<file path="src/rtl/batcharger_pkg.sv">
// batcharger_pkg: shared state encoding and default threshold codes for the charge sequencer.
package batcharger_pkg;
    localparam int ADC_W = 8;
    typedef enum logic [2:0] {
        ST_IDLE = 3'd0,
        ST_TC   = 3'd1,
        ST_CC   = 3'd2,
        ST_CV   = 3'd3,
        ST_DONE = 3'd4
    } state_t;
    localparam logic [ADC_W-1:0] VCUTOFF_DEF = 8'd153;
    localparam logic [ADC_W-1:0] VTARGET_DEF = 8'd188;
    localparam logic [ADC_W-1:0] VPRESET_DEF = 8'd184;
    localparam logic [ADC_W-1:0] IEND_DEF    = 8'd13;
endpackage

</file>
<file path="src/rtl/batcharger_debounce.sv">
// batcharger_debounce: saturating count of consecutive qualifying samples; hit flags the N-th one.
module batcharger_debounce #(
    parameter int N = 4
) (
    input  logic clk,
    input  logic rst,
    input  logic clr,
    input  logic smp,
    input  logic ok,
    output logic hit
);
    localparam logic [3:0] NV  = 4'(N);
    localparam logic [3:0] NM1 = 4'(N - 1);
    logic [3:0] cnt;
    // hit is combinational so the owning FSM can move on the edge ending the N-th sample
    assign hit = smp & ok & (cnt >= NM1);
    always_ff @(posedge clk or posedge rst) begin
        if (rst)
            cnt <= '0;
        else if (clr)
            cnt <= '0;
        else if (smp)
            cnt <= !ok ? 4'd0 : (cnt == NV) ? cnt : cnt + 4'd1;
    end
endmodule

</file>
<file path="src/rtl/batcharger_controller.sv">
// batcharger_controller: trickle -> CC -> CV -> done charge sequencer driving the power-block mode enables.
module batcharger_controller
    import batcharger_pkg::*;
#(
    parameter int DEBOUNCE = 4,
    parameter int TMR_W    = 24
) (
    input  logic             clk,
    input  logic             rst,
    input  logic             en,
    input  logic             vtok,
    input  logic [ADC_W-1:0] vbat,
    input  logic [ADC_W-1:0] ibat,
    input  logic [ADC_W-1:0] vcutoff,
    input  logic [ADC_W-1:0] vtarget,
    input  logic [ADC_W-1:0] vpreset,
    input  logic [ADC_W-1:0] iend,
    input  logic [TMR_W-1:0] tmax,
    output logic             pwr_en,
    output logic             tc,
    output logic             cc,
    output logic             cv,
    output logic             done,
    output logic [2:0]       state
);
    state_t st, nxt;
    logic [TMR_W-1:0] tmr;
    logic ok, hit, clr, tmo;

    assign state = st;
    assign tmo   = (st == ST_CV) && (tmax != '0) && (tmr == tmax);
    assign clr   = ~en | (nxt != st);
    // one shared debouncer; what counts as a qualifying sample depends on the state
    assign ok = (st == ST_TC)   ? (vbat >= vcutoff) :
                (st == ST_CC)   ? (vbat >= vtarget) :
                (st == ST_DONE) ? (vbat <  vpreset) : 1'b0;

    batcharger_debounce #(.N(DEBOUNCE)) u_deb (
        .clk (clk),
        .rst (rst),
        .clr (clr),
        .smp (vtok),
        .ok  (ok),
        .hit (hit)
    );

    always_comb begin
        nxt = st;
        if (!en)
            nxt = ST_IDLE;
        else
            case (st)
                ST_IDLE: if (vtok) nxt = (vbat < vcutoff) ? ST_TC : (vbat < vtarget) ? ST_CC : ST_CV;
                ST_TC:   if (hit) nxt = ST_CC;
                ST_CC:   if (hit) nxt = ST_CV;
                ST_CV:   if ((vtok && (ibat < iend)) || tmo) nxt = ST_DONE;
                ST_DONE: if (hit) nxt = ST_CC;
                default: nxt = ST_IDLE;
            endcase
    end

    always_ff @(posedge clk or posedge rst) begin
        if (rst) begin
            st     <= ST_IDLE;
            tmr    <= '0;
            pwr_en <= 1'b0;
            tc     <= 1'b0;
            cc     <= 1'b0;
            cv     <= 1'b0;
            done   <= 1'b0;
        end else begin
            st     <= nxt;
            tmr    <= (st != ST_CV) ? '0 : (&tmr) ? tmr : tmr + 1'b1;
            pwr_en <= (nxt == ST_TC) || (nxt == ST_CC) || (nxt == ST_CV);
            tc     <= nxt == ST_TC;
            cc     <= nxt == ST_CC;
            cv     <= nxt == ST_CV;
            done   <= nxt == ST_DONE;
        end
    end
endmodule
</file>
<file path="config.mk">
export PLATFORM = sky130hd
export DESIGN_NAME = batcharger_controller
export DESIGN_NICKNAME = d
export VERILOG_FILES = /design/src/rtl/batcharger_pkg.sv /design/src/rtl/batcharger_debounce.sv /design/src/rtl/batcharger_controller.sv
export SDC_FILE = /design/constraint.sdc
export NUM_CORES = 1
export LEC_CHECK = 0
export CORE_AREA = 2 2 83 85
export CTS_CLUSTER_DIAMETER = 150
export DETAILED_ROUTE_END_ITERATION = 10
export DIE_AREA = 0 0 85 87
export GPL_TIMING_DRIVEN = 0
export MAX_ROUTING_LAYER = met4
export PLACE_DENSITY_LB_ADDON = 0.15
export SLEW_MARGIN = 20
export SYNTH_ARGS = -nofsm -noshare
export SYNTH_HDL_FRONTEND = slang
export SYNTH_HIERARCHICAL = 1
export SYNTH_SLANG_ARGS = --single-unit
</file>
<file path="constraint.sdc">
create_clock -name clk -period 4.6 [get_ports clk]
set_input_delay 0.46 -clock clk [delete_from_list [all_inputs] [get_ports clk]]
set_output_delay 0.46 -clock clk [all_outputs]
set_load 0.1 [all_outputs]
</file>
==> results.md <==
- Entering global routing, the biggest net connects 33 pins.
- In this run the critical register-to-register path is launched from state[0].
- The post-route DRC violation count is 0.
- The worst endpoint data arrival time is about 4.3 ns.
- The remaining antenna violation count after routing is 0.
- Counting flops with an async set or reset pin after synthesis yields a share of 1.00.
- Across the VDD grid, the largest voltage drop is about 0.14 mV.
- The number of antenna diodes in the final layout is 0.
- The die width is ~85 µm.
- The H-tree depth is 2.
- The clock-pin transition on the worst setup and hold timing paths is 0.08 ns.
- TritonCTS built the clock tree.
- The cell count after synthesis is between 300 and 400.
- Setup repair after global routing left no endpoint under its margin.
- In the post-route analysis, the smallest setup slack over all paths is 0.488 ns.
- The final count of hold timing violations is 0.
- The total number of yosys warnings is 6.
- The critical path capture point type is a register.
- The path type of the worst min-delay path is in2async.
- The worst setup path is launched from an input pin.
- The via count of the routed design is 2922.
- The placed wire-length estimate is slightly above 6 mm.
- The share of layout cells above drive strength 1 is 0.0462.
- The internal reg-to-reg setup slack is ~0.6 ns.
- The cell row count is 30.
- The remaining max-slew budget at the tightest pin is 0.325.
- The global-route wire length before repair is 12.4 mm.
- Setup violations remaining at the end of the flow were counted as 0.
- The total wirelength of the detailed-routed design is between 7 and 8 mm.
- The tree is rooted in a clkbuf_8.
- The worst register-to-register path ends at u_deb/cnt[0].
- The internal portion of the total power is about 550 µW.
- The worst path in the final design needs a cycle of 4.11 ns, including I/O delays and setup.
- The first detailed-routing pass ran for 4 iterations.
- The clock passes through at most 2 buffers.
- The sink count of the clock tree is 36.
- Max-cap violations in this run came to 0.
- The DRC violation total after the first TritonRoute iteration is around 130.
- After detailed placement, the design holds a cell count of roughly 530.
- The max-slew violation total from the final report came to 0.
- Setup total negative slack on the finished layout was measured at 0 ns.
- The number of global-route vias before repair is 2818.
- The synthesized flop and latch total is 36.
- The switching component of the power is around 270 µW.
- For this run, the leading register cell type out of synthesis is dfrtp_1.
- A synthesized cell averages 8.47 µm².
- The clock latency of the later-clocked register in the worst-skew pair is ~0.3 ns.
- For this run, the top clock speed supported by timing is 243 MHz.
- The starting density of the core is 0.469.
- The core outline area is around 6600 µm².
- The placed instances occupy a cell area of 4010 µm².
- The overflow left after global routing is 0.
- For this run, the post-layout net count is 563.
- The cell area that synthesis handed to floorplanning was about 3100 µm².
- The path type of the worst setup path is in2reg.
- After filler insertion, the fill cell instance count of the layout stands at just under 600.
- Routability-driven placement finished with a final weighted congestion of approximately 0.88.
- Power spread over the standard cell area amounts to 200 nW/µm².
- The initial antenna violation count is 0.
- The die covers 7400 µm².
- The area growth from synthesis to layout is 33.2%.
- The floorplan step set the die height to between 80 and 90 µm.
- In the global route stage, overall resource usage came out at 0.214.
- The number of setup buffers added after CTS is 0.
- The via-per-instance ratio is around 5.5.
- Clock tree synthesis inserted a total of 5 buffers.
- The share of total power dissipated in sequential elements is 0.398.
- The worst reg2reg path depth is 17.
- Leaving out fill and tap cells, the most frequent cell in the layout is clkdlybuf4s50_1.
- Once layout is done, the placed cells without fillers occupy 4110 µm².
- At the worst endpoint, the required time is between 4 and 5 ns.
- The share of total power dissipated in combinational logic is 0.316.
- The transition time at the pin with the least slew margin is approximately 1.0 ns.
- Once the clock tree was built, the resizer swapped 0 gates to a different size.
- The maximum net fanout on the critical path is 9.
- The analysis attributes to cell leakage a power of between 1.5 and 2 nW.
- The largest clock skew in the final design is between 0.008 and 0.009 ns.
- The number of library cell types mapped by synthesis is between 50 and 60.
- In the finished design, the share of the clock period the worst path needs comes to 0.894.
- In this run the tool buffered the top-level ports with 83 buffer cells.
- The setup slack at placement is 0.214 ns.
- The part of the Yosys area used for sequential elements is 0.292.
- During I/O placement, the number of pins put on the boundary was 84.
- Of the total power, the share spent switching nets is 0.334.
- The share of total power dissipated in the clock network is 0.286.
- The average detailed-routed wire length per instance is between 10 and 15 µm.
- The finished layout holds approximately 540 standard cells, fillers aside.
- In the layout the commonest cells are clkdlybuf4s50_1 (83), inv_1 (38), xor2_1 (36), dfrtp_1 (36), ha_1 (33).
- The hold buffer count at CTS is 0.
- The number of nets produced by synthesis is 473.
- In this run, synthesis inferred 0 flip-flops with an integrated enable.
- The flow ran to the end, and the final reports show no timing, DRC or antenna violations.
==> final cells by class <==
type | count | area (µm²) | share of cell area
multi-input cells | 281 | 1990 | 0.484
flip-flops and latches | 36 | 901 | 0.219
repair buffers | 83 | 831 | 0.202
inverters | 39 | 146 | 0.0357
well taps | 80 | 100 | 0.0244
clock buffers | 5 | 68.8 | 0.0168
plain buffers | 8 | 47.5 | 0.0116
clock inverters | 3 | 23.8 | 0.00579
==> power groups by stage <==
stage | registers [mW] | logic (mW) | clock network (mW)
floorplan | 0.377 | 0.0997 | 0
global placement | 0.333 | 0.255 | 0
detailed placement | 0.333 | 0.258 | 0
CTS | 0.327 | 0.260 | 0.237
global route | 0.328 | 0.282 | 0.253
finish | 0.327 | 0.259 | 0.235
==> registers in the layout, summed over array words and instances, names as in the netlist <==
signal,count
tc,1
done,1
u_deb/cnt,4
state,3
tmr,24
pwr_en,1
cc,1
cv,1
==> Yosys cell counts (all sizes together), types with 2 or more instances <==
master / n / area [µm²]
nor4: 14 / 87.6
nor2b: 3 / 18.8
o31a: 2 / 17.5
nor4b: 2 / 17.5
o21ai: 20 / 100
nand2: 19 / 71.3
clkbuf: 7 / 36.3
o2111ai: 2 / 17.5
and3b: 2 / 17.5
a311oi: 2 / 17.5
nand4b: 2 / 17.5
and2: 4 / 25.0
a21o: 4 / 30.0
a41oi: 2 / 17.5
and4: 3 / 30.0
or3: 3 / 23.8
a21oi: 18 / 90.1
a211o: 2 / 17.5
nand3: 13 / 65.1
nor2: 32 / 120
a31oi: 5 / 37.5
o21a: 2 / 15.0
dfrtp: 36 / 901
xnor2: 7 / 61.3
xor2: 36 / 315
ha: 33 / 413
nor3: 10 / 50.1
inv: 39 / 146
and3: 6 / 40.0
nand4: 14 / 103
nand2b: 4 / 25.0
a211oi: 2 / 15.0
==> per-stage QoR <==
stage                     hold slack (ns)  utilization  total power [mW]
after floorplan                     0.226            -             0.477
after global placement              0.564        0.611             0.588
after detailed placement            0.576        0.611             0.592
after CTS                           0.424        0.625             0.824
after global routing                0.444        0.625             0.862
final                               0.428        0.625             0.821
==> cells by family (layout without fill, tap and decap cells) <==
kind of cell / count (synthesis) / in the layout / synth area share
simple gates: 137 / 137 / 0.248
compound gates: 67 / 67 / 0.138
buf+inv: 47 / 138 / 0.0629
xor+xnor: 43 / 43 / 0.122
flops: 36 / 36 / 0.292
fa+ha+maj: 33 / 33 / 0.134
mux: 1 / 1 / 0.00325
==> worst max-delay path by stage <==
stage,from,to
2_1_floorplan,state[2],u_deb/cnt[0]
4_1_cts,vbat[3],u_deb/cnt[1]
6_report,vbat[3],u_deb/cnt[0]
3_3_place_gp,vbat[3],u_deb/cnt[2]
3_5_place_dp,vbat[3],u_deb/cnt[1]
5_1_grt,state[0],u_deb/cnt[0]
==> critical path: stages <==
cell and delay (ns):
clkdlybuf4s50_1 0.47, ha_1 0.37, nand4b_1 0.11, and3_1 0.16, o21ai_0 0.37, a2bb2oi_1 0.41, nand2_1 0.17, nor2_1 0.13
clkbuf_1 0.31, inv_1 0.10, nor3_1 0.19, nor2_1 0.07, a211o_1 0.33, o31a_1 0.12, o21ai_0 0.42, a21oi_1 0.08
==> layer usage <==
metal	GRT usage	routed length, µm	vias up	share of wire
li1	-	-	1480	-
met1	0.276	3530	1344	0.46
met2	0.350	3640	84	0.48
met3	0.0351	311	14	0.041
met4	0.0592	131	0	0.017
met5	-	0	-	0
(Power assumes the default switching activity.)
==> patch 1: new RTL, config.mk and constraints unchanged <==
Put one more register stage on the output `cc`, with the module's reset. The value now appears one clock later. The other outputs are not delayed to match.
--- a/src/rtl/batcharger_controller.sv
+++ b/src/rtl/batcharger_controller.sv
@@ -23,6 +23,8 @@
     output logic             done,
     output logic [2:0]       state
 );
+
+    logic cc_s0;
     state_t st, nxt;
     logic [TMR_W-1:0] tmr;
     logic ok, hit, clr, tmo;
@@ -65,7 +67,7 @@
             tmr    <= '0;
             pwr_en <= 1'b0;
             tc     <= 1'b0;
-            cc     <= 1'b0;
+            cc_s0  <= 1'b0;
             cv     <= 1'b0;
             done   <= 1'b0;
         end else begin
@@ -73,9 +75,17 @@
             tmr    <= (st != ST_CV) ? '0 : (&tmr) ? tmr : tmr + 1'b1;
             pwr_en <= (nxt == ST_TC) || (nxt == ST_CC) || (nxt == ST_CV);
             tc     <= nxt == ST_TC;
-            cc     <= nxt == ST_CC;
+            cc_s0  <= nxt == ST_CC;
             cv     <= nxt == ST_CV;
             done   <= nxt == ST_DONE;
         end
     end
+    always_ff @(posedge clk or posedge rst) begin
+        if (rst) begin
+            cc <= '0;
+        end else begin
+            cc <= cc_s0;
+        end
+    end
+
 endmodule
Behaviour: not the same (a bounded check fails within 4 cycles, from zero or initial values and one cycle with rst high).
==> patch 1 against the original RTL <==
Die area is the same. Hold slack lost 0.071 ns. Non-clock buffer count is the same. Setup slack gained 0.070 ns. Synthesized area grew 0.81%. Sequential cell count grew 1. Total power grew 0.93%. Cell area grew 0.58%. Routed wire length grew 0.70%.
==> patch 1: results (changes against the original RTL) <==
.. list-table::
   :header-rows: 1

   * - Metric
     - Value
   * - Length of routed wiring on met1
     - 3660 um (was 3530 um)
   * - Outcome
     - finished, final reports clean (unchanged)
   * - Worst setup slack before clock tree synthesis
     - 0.286 ns (was 0.214 ns)
   * - Compound-Gate Fraction of Synth Area
     - 0.137 (was 0.138)
   * - Slew @ Worst Pin
     - 0.988 ns (was 1.01 ns)
   * - Number of placed cells counting well taps
     - 528 (was 527)
   * - Wire length of the first global-routing pass
     - 12800 um (was 12400 um)
   * - Int Pwr
     - 0.557 mW (was 0.547 mW)
   * - Overall via count from detail_route
     - 2941 (was 2922)
   * - Smallest hold slack
     - 0.357 ns (was 0.428 ns)
   * - Critical path data arrival time
     - 4.20 ns (was 4.27 ns)
   * - GR Util All Layers
     - 0.223 (was 0.214)
   * - Net count after synthesis
     - 474 (was 473)
   * - List of most frequent post-synthesis cells
     - 39 x sky130_fd_sc_hd__inv_1, 37 x sky130_fd_sc_hd__dfrtp_1, 36 x sky130_fd_sc_hd__xor2_1 (was 39 x sky130_fd_sc_hd__inv_1, 36 x sky130_fd_sc_hd__dfrtp_1, 36 x sky130_fd_sc_hd__xor2_1)
   * - Reported leakage power
     - 1.86 nW (was 1.84 nW)
   * - Count of nets after finishing
     - 564 (was 563)
   * - Synth Area in XOR/XNOR
     - 0.121 (was 0.122)
   * - Worst setup path startpoint
     - vbat[2] (was vbat[3])
   * - Capturing point of the worst reg2reg path
     - u_deb/cnt[3]$_DFFE_PP0P_ (was u_deb/cnt[0]$_DFFE_PP0P_)
   * - Half-perimeter wire length after detailed placement
     - 6360 um (was 6220 um)
   * - Global-route track usage on met1
     - 0.285 (was 0.276)
   * - Maximum number of pins on one net before global-route repair
     - 34 (was 33)
   * - Final Wtd Congestion
     - 0.906 (was 0.879)
   * - Initial DRT Pass Iterations
     - 5 (was 4)
   * - Peak ir drop on the vdd network
     - 0.165 mV (was 0.141 mV)
## patch 1: area by class of cell
type / instances / area, um^2
tap: 80 / 100
timing repair buffer: 83 / 831
fill: 567 / 2440
clock inverter: 3 / 22.5
multi-input combinational: 281 / 1990
clock buffer: 5 / 68.8
sequential: 37 / 926
inverter: 39 / 146
buffer: 8 / 47.5
## patch 1: worst reg2reg max path, delay by kind of cell, from the launching register on
family | cells | cell delay (ns)
flip-flops | 1 | 0.40
AND/OR/NAND/NOR | 5 | 0.87
AO/OA/AOI/OAI | 8 | 1.68
buffers and inverters | 4 | 0.87
## patch 1: power by group through the flow
stage | Sequential, mW | Clock [mW] | Combinational, mW
3_5_place_dp | 0.343 | 0 | 0.258
2_1_floorplan | 0.387 | 0 | 0.0998
6_report | 0.337 | 0.234 | 0.258
3_3_place_gp | 0.343 | 0 | 0.253
4_1_cts | 0.336 | 0.242 | 0.259
5_1_grt | 0.337 | 0.259 | 0.283
==> patch 2: new RTL, config.mk and constraints unchanged <==
Without the edit above. The package constant `ADC_W` goes from 8 to 10.
--- a/src/rtl/batcharger_pkg.sv
+++ b/src/rtl/batcharger_pkg.sv
@@ -1,6 +1,6 @@
 // batcharger_pkg: shared state encoding and default threshold codes for the charge sequencer.
 package batcharger_pkg;
-    localparam int ADC_W = 8;
+    localparam int ADC_W = 10;
     typedef enum logic [2:0] {
         ST_IDLE = 3'd0,
         ST_TC   = 3'd1,
Interface: changed (6 resized); port bits go from 84 to 96. The function was not compared with the original's and may differ.
==> patch 2 against the original RTL <==
Synthesized area up 7.3%. Largest cell class unchanged. Total power grew 5.7%. Setup slack better by 0.28 ns. Highest routed layer unchanged. Final cell count increased by 9.2%. Via count up 12%. Critical endpoint is now u_deb/cnt[2]$_DFFE_PP0P_. Largest power group unchanged. Routed wire length increased by 15%. Cell area up 8.5%. Sequential cell count stayed put. Hold slack got worse by 0.026 ns.
==> patch 2: results (changes against the original RTL) <==
.. list-table::
   :header-rows: 1

   * - Metric
     - Value
   * - Outcome
     - finished, final reports clean (unchanged)
   * - Count of port buffers added during placement
     - 95 (was 83)
   * - Via count normalized by instance count
     - 5.61 (was 5.46)
   * - Rel. slew slack
     - 0.322 (was 0.325)
   * - Non-clock buffers, area share
     - 0.224 (was 0.214)
   * - Layout cells sized above 1
     - 0.0357 (was 0.0462)
   * - GR Util All Layers
     - 0.247 (was 0.214)
   * - Clk cell area share
     - 0.0211 (was 0.0226)
   * - Count of inverters other than clock inverters in the layout
     - 54 (was 39)
   * - Net count after synthesis
     - 530 (was 473)
   * - Clock Skews
     - 0.00799 ns (was 0.00830 ns)
   * - Number of global-route vias before repair
     - 3270 (was 2818)
   * - Worst setup slack before clock tree synthesis
     - 0.488 ns (was 0.214 ns)
   * - Half-perimeter wire length after detailed placement
     - 7160 um (was 6220 um)
   * - Synth area leaders
     - sky130_fd_sc_hd__dfrtp_1 27%, sky130_fd_sc_hd__ha_1 16%, sky130_fd_sc_hd__xor2_1 7.4%, sky130_fd_sc_hd__inv_1 6.1%, sky130_fd_sc_hd__a21oi_1 3.5% (was sky130_fd_sc_hd__dfrtp_1 29%, sky130_fd_sc_hd__ha_1 13%, sky130_fd_sc_hd__xor2_1 10%, sky130_fd_sc_hd__inv_1 4.8%, sky130_fd_sc_hd__nor2_1 3.9%)
   * - Number of clock-tree buffers in the layout
     - 7 (was 5)
   * - Portion of the post-synthesis area used by sequential elements
     - 0.272 (was 0.292)
   * - Share of total power in sequential cells
     - 0.380 (was 0.398)
   * - Post-route insts no fill
     - 584 (was 535)
   * - Syn-to-layout area delta
     - 34.6% (was 33.2%)
   * - Average wire length per cell after detail routing
     - 15.0 um (was 14.2 um)
   * - Wire length of the first global-routing pass
     - 14400 um (was 12400 um)
   * - Global-route track usage on met1
     - 0.267 (was 0.276)
   * - Number of violations reported at the end of detailed-routing iteration 0
     - 113 (was 133)
   * - Int Pwr
     - 0.583 mW (was 0.547 mW)
   * - Count of nets after finishing
     - 632 (was 563)
   * - Repair and plain buffers
     - 104 (was 91)
   * - Peak ir drop on the vdd network
     - 0.131 mV (was 0.141 mV)
   * - Layout fillers
     - 567 (was 587)
   * - List of most frequent post-synthesis cells
     - 54 x sky130_fd_sc_hd__inv_1, 41 x sky130_fd_sc_hd__ha_1, 36 x sky130_fd_sc_hd__dfrtp_1 (was 39 x sky130_fd_sc_hd__inv_1, 36 x sky130_fd_sc_hd__dfrtp_1, 36 x sky130_fd_sc_hd__xor2_1)
   * - Length of routed wiring on met1
     - 3570 um (was 3530 um)
   * - Final instance area
     - 4450 um^2 (was 4110 um^2)
   * - Multi-input gate share of the layout cell area
     - 0.485 (was 0.484)
==> patch 2: cells by family after synthesis <==
family                     count (synthesis)  synth area share
and+or+nand+nor                          143             0.240
muxes                                      3           0.00908
adders and majority gates                 41             0.155
xor gates and xnor gates                  39             0.103
AOI/OAI and AO/OA                         76             0.145
buffers and inverters                     63            0.0749
DFF                                       36             0.272
==> patch 2: path summary, 6_finish.rpt <==
kind,from,endpoint,slack (ns),cells past startpoint
max in group asynchronous,rst,pwr_en$_DFF_PP0_,3.53,2
setup / recovery,vbat[5],u_deb/cnt[2]$_DFFE_PP0P_,0.77,16
setup reg to reg,state[1]$_DFF_PP0_,u_deb/cnt[2]$_DFFE_PP0P_,1.36,14
min in group clk,tmr[11]$_DFFE_PP0P_,tmr[11]$_DFFE_PP0P_,0.61,2
hold reg to reg,tmr[11]$_DFFE_PP0P_,tmr[11]$_DFFE_PP0P_,0.61,2
hold / removal,rst,u_deb/cnt[2]$_DFFE_PP0P_,0.40,2
==> patch 2: critical path, cell delays in order <==
cell and delay [ns]:
sky130_fd_sc_hd__clkdlybuf4s50_1 0.47, sky130_fd_sc_hd__ha_1 0.35, sky130_fd_sc_hd__a21oi_1 0.15, sky130_fd_sc_hd__o21ai_0 0.11, sky130_fd_sc_hd__a2111o_1 0.43, sky130_fd_sc_hd__o21ai_0 0.17, sky130_fd_sc_hd__a21oi_1 0.09, sky130_fd_sc_hd__a21o_1 0.22
sky130_fd_sc_hd__nand2_1 0.13, sky130_fd_sc_hd__nor2_1 0.13, sky130_fd_sc_hd__a211o_1 0.27, sky130_fd_sc_hd__a22o_1 0.21, sky130_fd_sc_hd__nor2_1 0.24, sky130_fd_sc_hd__a2bb2oi_1 0.19, sky130_fd_sc_hd__nand4_1 0.22, sky130_fd_sc_hd__a21oi_1 0.20
